File: config.mk
export PLATFORM = sky130hd
export DESIGN_NAME = adc128s022_scan_ctrl
export DESIGN_NICKNAME = d
export VERILOG_FILES = /design/src/rtl/adc128s022_scan_ctrl.sv
export SDC_FILE = /design/constraint.sdc
export NUM_CORES = 1
export LEC_CHECK = 0
export ABC_AREA = 1
export CAP_MARGIN = 20
export CORE_MARGIN = 4
export CORE_UTILIZATION = 40
export DETAILED_ROUTE_END_ITERATION = 8
export GPL_TIMING_DRIVEN = 0
export MAX_ROUTING_LAYER = met4
export SLEW_MARGIN = 5
export SYNTH_ARGS = -nofsm -noshare
export SYNTH_HDL_FRONTEND = slang
export SYNTH_SLANG_ARGS = --single-unit
File: constraint.sdc
create_clock -name clk_in -period 3.7 [get_ports clk_in]
set_clock_uncertainty 0.05 [all_clocks]
set_input_delay 0.37 -clock clk_in [delete_from_list [all_inputs] [get_ports clk_in]]
set_output_delay 0.37 -clock clk_in [all_outputs]
set_load 0.01 [all_outputs]
File: src/rtl/adc128s022_scan_ctrl.sv
// Multi-channel scan controller for the ADC128S022: walks the enabled channels in one
// CS-low burst, compensating for the ADC's one-frame address-to-data latency.
module adc128s022_scan_ctrl #(
  parameter int CLK_DIV = 8,
  parameter int N_CH    = 8,
  parameter int DATA_W  = 12
) (
  input  logic              clk_in,
  input  logic              reset,
  input  logic              start,
  input  logic              continuous,
  input  logic [N_CH-1:0]   ch_mask,
  input  logic              ADC_SDAT,
  output logic              ADC_SCLK,
  output logic              ADC_CS_N,
  output logic              ADC_SADDR,
  output logic [DATA_W-1:0] data_out,
  output logic [2:0]        data_ch,
  output logic              data_valid,
  output logic              busy
);

  typedef enum logic [2:0] {IDLE, CS_SETUP, SCLK_LO, SCLK_HI, CS_HOLD} state_t;

  state_t            state, nxt;
  logic [7:0]        div_cnt;
  logic [3:0]        bit_cnt;
  logic [3:0]        frame_cnt;
  logic [3:0]        m_r;
  logic [N_CH-1:0]   mask_r;
  logic              cont_r;
  logic [2:0]        cur_ch;
  logic [2:0]        prev_ch;
  logic [DATA_W-1:0] shift;
  logic              div_done, latch, shift_en, bit_end, frame_end;

  function automatic logic [3:0] popcount(input logic [N_CH-1:0] m);
    logic [3:0] c;
    c = '0;
    for (int i = 0; i < N_CH; i++) c = c + 4'(m[i]);
    return c;
  endfunction

  function automatic logic [2:0] first_ch(input logic [N_CH-1:0] m);
    logic [2:0] r;
    logic       found;
    r = '0;
    found = 1'b0;
    for (int i = 0; i < N_CH; i++) begin
      if (!found && m[i]) begin
        r = 3'(i);
        found = 1'b1;
      end
    end
    return r;
  endfunction

  // Next enabled channel above cur; stays on cur when none is left, which yields
  // the repeated address of the trailing flush frame.
  function automatic logic [2:0] next_ch(input logic [N_CH-1:0] m, input logic [2:0] cur);
    logic [2:0] r;
    logic       found;
    r = cur;
    found = 1'b0;
    for (int i = 0; i < N_CH; i++) begin
      if (!found && m[i] && (3'(i) > cur)) begin
        r = 3'(i);
        found = 1'b1;
      end
    end
    return r;
  endfunction

  function automatic logic addr_bit(input logic [2:0] ch, input logic [3:0] b);
    case (b)
      4'd2:    return ch[2];
      4'd3:    return ch[1];
      4'd4:    return ch[0];
      default: return 1'b0;
    endcase
  endfunction

  assign div_done  = (div_cnt == 8'(CLK_DIV - 1));
  assign frame_end = bit_end && (bit_cnt == 4'd15);
  assign ADC_SCLK  = (state != SCLK_LO);
  assign ADC_CS_N  = (state == IDLE) || (state == CS_HOLD);
  assign busy      = (state != IDLE);

  always_comb begin
    nxt      = state;
    latch    = 1'b0;
    shift_en = 1'b0;
    bit_end  = 1'b0;
    case (state)
      IDLE: begin
        if (start && (|ch_mask)) begin
          nxt   = CS_SETUP;
          latch = 1'b1;
        end
      end
      CS_SETUP: if (div_done) nxt = SCLK_LO;
      SCLK_LO: begin
        if (div_done) begin
          nxt      = SCLK_HI;
          shift_en = 1'b1;
        end
      end
      SCLK_HI: begin
        if (div_done) begin
          bit_end = 1'b1;
          nxt     = ((bit_cnt == 4'd15) && (frame_cnt == m_r)) ? CS_HOLD : SCLK_LO;
        end
      end
      CS_HOLD: begin
        if (div_done) begin
          if (cont_r && continuous && (|ch_mask)) begin
            nxt   = CS_SETUP;
            latch = 1'b1;
          end else begin
            nxt = IDLE;
          end
        end
      end
      default: nxt = IDLE;
    endcase
  end

  always_ff @(posedge clk_in or negedge reset) begin
    if (!reset) begin
      state      <= IDLE;
      div_cnt    <= '0;
      bit_cnt    <= '0;
      frame_cnt  <= '0;
      m_r        <= '0;
      mask_r     <= '0;
      cont_r     <= 1'b0;
      cur_ch     <= '0;
      prev_ch    <= '0;
      shift      <= '0;
      ADC_SADDR  <= 1'b0;
      data_out   <= '0;
      data_ch    <= '0;
      data_valid <= 1'b0;
    end else begin
      state      <= nxt;
      div_cnt    <= ((nxt != state) || (state == IDLE)) ? 8'd0 : div_cnt + 8'd1;
      data_valid <= frame_end && (frame_cnt != 4'd0);
      if (latch) begin
        mask_r    <= ch_mask;
        m_r       <= popcount(ch_mask);
        cur_ch    <= first_ch(ch_mask);
        prev_ch   <= '0;
        bit_cnt   <= '0;
        frame_cnt <= '0;
        if (state == IDLE) cont_r <= continuous;
      end
      if (shift_en) shift <= {shift[DATA_W-2:0], ADC_SDAT};
      if (bit_end) bit_cnt <= bit_cnt + 4'd1;
      // Data clocked out in frame f belongs to the address sent in frame f-1.
      if (frame_end) begin
        frame_cnt <= frame_cnt + 4'd1;
        prev_ch   <= cur_ch;
        cur_ch    <= next_ch(mask_r, cur_ch);
        if (frame_cnt != 4'd0) begin
          data_out <= shift;
          data_ch  <= prev_ch;
        end
      end
      if ((nxt == SCLK_LO) && (state != SCLK_LO))
        ADC_SADDR <= ((state == SCLK_HI) && (bit_cnt != 4'd15)) ?
                     addr_bit(cur_ch, bit_cnt + 4'd1) : 1'b0;
    end
  end

endmodule
Yosys cells after proc, flatten, opt, wreduce, memory -nomap -nowiden --
Index checks and enable logic that the tools add are counted.
Storage, ports and cells: bits in registers 67, word-level logic and storage cells 170, bits of input ports 13
Cells by class: magnitude comparators 8, reduce and logical (&&, ||, !) cells 55, add/sub/neg operators 10, equal/unequal tests 15, mux-type cells 68
Operators with widths (number):
- 3-bit 2-to-1 mux | 24
- 1-bit 2-to-1 mux | 37
- 1-bit logical AND | 30
- 4-bit by 1-bit adder with 4-bit output | 4
- 3-bit case mux with 5 select lines | 1
- 1-bit zero test | 14
- 3-bit greater-than comparator (first input constant) | 4
- 4-bit 2-to-1 mux | 3
- 3-bit by 2-bit == test with 1-bit output (second input constant) | 3
- 9-bit by 1-bit != test with 1-bit output (second input constant) | 1
- 4-bit by 1-bit adder with 4-bit output (second input constant) | 2
- 8-bit by 1-bit adder with 8-bit output (second input constant) | 1
- 4-bit by 2-bit == test with 1-bit output (second input constant) | 2
- 8-bit by 3-bit == test with 1-bit output (second input constant) | 1
- 8-bit 2-to-1 mux | 1
- 8-bit OR reduction | 1
- 1-bit by 3-bit greater-than comparator with 1-bit output (first input constant) | 2
- 2-bit by 3-bit greater-than comparator with 1-bit output (first input constant) | 2
- 2-bit AND reduction | 3
- 3-bit by 1-bit adder with 4-bit output | 1
- 4-bit by 3-bit == test with 1-bit output (second input constant) | 1
- 4-bit == test | 1
- 4-bit == test (second input constant) | 1
- 4-bit != test (second input constant) | 1
- other kinds (13) | 15

Longest topological paths before layout --
depth in word-level cells 40, mapped depth 11, mapped depth without buffers 11

Worst setup path before layout --
No wires, ideal clock.
path kind input-to-reg, start point input ch_mask[0], end point register m_r[2], slack 859 ps, stages on the path 11, data arrival time 2665 ps, library setup time 126 ps, required time 3524 ps, cell sequence fa_1 -> inv_1 -> fa_1 -> fa_1 -> inv_1 -> ha_1 -> inv_1 -> fa_1 -> xnor2_1 -> nand2_1 -> o21ai_0
Between the ends: cells in the longest elaborated chain, start to end 7
RTL lines:
- start: declaration | RTL line 12 | input logic [N_CH-1:0] ch_mask,
- 1-bit by 1-bit adder with 2-bit output | RTL line 40 | for (int i = 0; i < N_CH; i++) c = c + 4'(m[i]);
- 2-bit by 1-bit adder with 3-bit output | RTL line 40
- 3-bit by 1-bit adder with 4-bit output | RTL line 40
- 4-bit by 1-bit adder with 4-bit output (4 in series) | RTL line 40
- end signal: assignment | RTL line 150 | m_r <= popcount(ch_mask);
- end: declaration | RTL line 29 | logic [3:0] m_r;
Several ways; a longest one is shown, not always the timed one. A chain may end at the register's enable or synchronous reset.

Worst setup path in the final report --
start point input ch_mask[3], end point register m_r[2]
Between the ends: cells in the longest elaborated chain, start to end 5
RTL lines (RTL line):
- 3-bit by 1-bit adder with 4-bit output / 8-bit OR reduction (equally long branches) | 40, 96, 116
- 4-bit by 1-bit adder with 4-bit output / 1-bit logical AND (equally long branches) | 40, 116
- 4-bit by 1-bit adder with 4-bit output / 1-bit 2-to-1 mux (equally long branches) | 40, 116
- 4-bit by 1-bit adder with 4-bit output / 1-bit 2-to-1 mux (equally long branches) | 40, 115
- 4-bit by 1-bit adder with 4-bit output / 1-bit case mux with 2 select lines (equally long branches) | 40, 94
Several ways; a longest one is shown, not always the timed one.

==> flow_summary.toml <==
[drt]
drt_wl_total_mm = 6.761
wl_per_cell_microns = 12.54
first_pass_iters = 4
vias = 2612
drtIter0Drc = 110
drc = 0
via_per_inst = 4.846
antenna_left = 0

[clock_network]
cts_tree = "yes"
postCtsSetupBuffers = 0
clockBufferDepth = 2
clock_latency_ns = 0.33
postCtsHoldBufs = 0
cts_resized = 0
cts-root-buf = "clkbuf_8"
htreeDepth = 3
path_clk_slew_ns = 0.07
cts.sinks = 66
cts_inserted_buffers = 9

[logic_synthesis]
ys_warn_count = 0
ys_ff_latch = 66
syn_area_per_cell_sq_um = 8.872
synth_top_family_by_area = "simple AND/OR/NAND/NOR gates"
synth_cell_types = 34
syn_inst = 387
yosys.area_share.adder = 0.06706
synth_nets = 416
syn_area_sq_um = 3433
synth-simple-area-share = 0.2198
synth-xor-area-share = 0.02806
synth.mux.area_fraction = 0.03936
ys_seq_area_frac = 0.4810
synth-compound-area-share = 0.08783

[worst_setup_path]
cp_max_fo = 4
required_ns = 3.86
end_kind = "flop"
worstPathArrival_ns = 3.27
crit_type = "input pin to flop"
worst_setup_path_start_kind = "input pin"

[global_routing]
antenna_found_initial = 0
grt_pass1_wl_mm = 11.85
grt-ovfl-total = 0
grt_max_degree = 67
grt_pass1_vias = 2635
grt_usage = 0.1508

[cells_and_area]
area_growth_pct = 18.48
drive_gt1_frac = 0.1106
final_cells = 539
num_antenna_cells = 0
final_nets = 459

[floorplan]
core_area_sq_um = 8299
rows = 33
io_pins = 33
start_util = 0.4137
die_w_microns = 100.6
die_area_sq_um = 10130
chipHeight_microns = 100.6

[sta]
hold_viol = 0
max_slew_margin = 0.4551
layout_worst_path_cycle_share = 0.8413
finalSetupTns_ns = 0
tightest_slew_ns = 0.8173
slew_viol_final = 0
period_minus_slack_ns = 3.113
setup_violations = 0
max_freq_mhz = 321.2
grt_setup_unrepaired = "false"
hold_slack_ns = 0.07942

[pwr]
p_per_area_nw_per_um2 = 522.0
ir_worst_vdd_v = 0.0002206
power.static_leakage_nw = 1.932

[outcome]
status = "finished clean"

[min_path]
hold_path_class = "input pin to async pin"

[job]
maxCapViolations = 0

[placed_design]
gp_congestion = 0.8328
post-dp-hpwl_mm = 5.010
dp_cells = 524
io_buffers = 32
==> cell usage after synthesis, drive strengths merged <==
cell type | n | area (sq um)
xnor2 | 5 | 43.79
buf | 8 | 50.05
fa | 4 | 80.08
ha | 12 | 150.1
nor2 | 36 | 152.7
nor4 | 1 | 6.260
a41oi | 1 | 8.760
nor3b | 1 | 7.510
mux2 | 12 | 135.1
nand2 | 86 | 332.8
dfrtp | 66 | 1652
o21ai | 25 | 125.1
inv | 57 | 214.0
xor2 | 6 | 52.55
a21oi | 10 | 50.05
o22ai | 7 | 43.79
nand3 | 30 | 160.2
or2 | 1 | 6.260
nor3 | 5 | 36.29
nand4 | 4 | 25.02
o21bai | 1 | 7.510
nand3b | 2 | 27.53
a22oi | 1 | 7.510
o211ai | 1 | 7.510
o21a | 4 | 30.03
a31oi | 1 | 21.27
==> metal layers <==
| metal | track usage | vias to the layer above | wire length [microns] |
|---|---|---|---|
| met4 | 0.06425 | 0 | 82 |
| met5 | - | - | 0 |
| li1 | - | 1329 | - |
| met2 | 0.2532 | 38 | 3289 |
| met3 | 0.02353 | 5 | 236 |
| met1 | 0.1795 | 1240 | 3153 |
==> final timing paths <==
kind | startpoint | endpoint | slack (ns) | depth (start not counted)
min | reset | data_out[10] | 0.08 | 1
min in group clk_in | div_cnt[0] | div_cnt[0] | 0.41 | 1
max in group asynchronous | reset | mask_r[5] | 2.98 | 1
max reg2reg | state[0] | div_cnt[0] | 1.75 | 10
min reg2reg | div_cnt[0] | div_cnt[0] | 0.41 | 1
max | ch_mask[3] | m_r[2] | 0.59 | 12
==> critical path: stages <==
cell             delay, ns
clkdlybuf4s50_1       0.51
fa_1                  0.52
inv_1                 0.05
fa_1                  0.49
fa_1                  0.40
inv_1                 0.06
ha_1                  0.15
inv_1                 0.05
fa_1                  0.37
xnor2_1               0.14
nand2_1               0.07
o21ai_0               0.07
==> flip-flops by register name, summed over array words and instances (netlist names) <==
signal      cells
bit_cnt         4
mask_r          7
state           3
m_r             4
div_cnt         8
data_out       12
ADC_SADDR       1
cont_r          1
frame_cnt       4
prev_ch         3
shift          12
cur_ch          3
data_valid      1
data_ch         3
==> cell type report <==
cell class / instances / area (sq um)
multi-input cells: 256 / 1518
clock buffers: 12 / 145.1
well taps: 105 / 131.4
clock inverters: 3 / 40.04
flip-flops and latches: 66 / 1652
plain buffers: 8 / 50.05
repair buffers: 32 / 317.8
fillers: 814 / 4232
inverters: 57 / 214.0
==> layout by cell type, fill, tap and decap left out, drive strengths merged <==
cell            n
a21oi          10
a22oi           1
a31oi           1
a41oi           1
buf             9
bufinv          1
clkbuf         12
clkdlybuf4s50  31
clkinv          2
dfrtp          66
fa              4
ha             12
inv            57
mux2           12
nand2          86
nand3          30
nand3b          2
nand4           4
nor2           36
nor3            5
nor3b           1
nor4            1
o211ai          1
o21a            4
o21ai          25
o21bai          1
o22ai           7
or2             1
xnor2           5
xor2            6
==> cell families (layout without fill, tap and decap cells) <==
group | count (synthesis) | count (layout)
muxes | 12 | 12
AOI/OAI and AO/OA | 51 | 51
DFF | 66 | 66
buffers and inverters | 65 | 112
xor gates and xnor gates | 11 | 11
and+or+nand+nor | 166 | 166
adders and majority gates | 16 | 16
==> power breakdown <==
part           switching (mW)  internal (mW)
Sequential             0.0847          0.842
Combinational           0.379          0.236
Clock                   0.257          0.324
Total                   0.721           1.40
==> metrics by stage <==
stage               setup WS (ns)    util  total power, mW  cell area, sq um
finish                     0.5870  0.4901            2.123              4068
global route               0.5174  0.4901            2.291              4068
CTS                        0.6063  0.4901            2.157              4068
detailed placement         0.2652  0.4678            1.563              3882
global placement         -0.07747  0.4681            1.546              3885
floorplan                  0.8592       -            1.380              3433
Power figures use the tool's default switching activity.
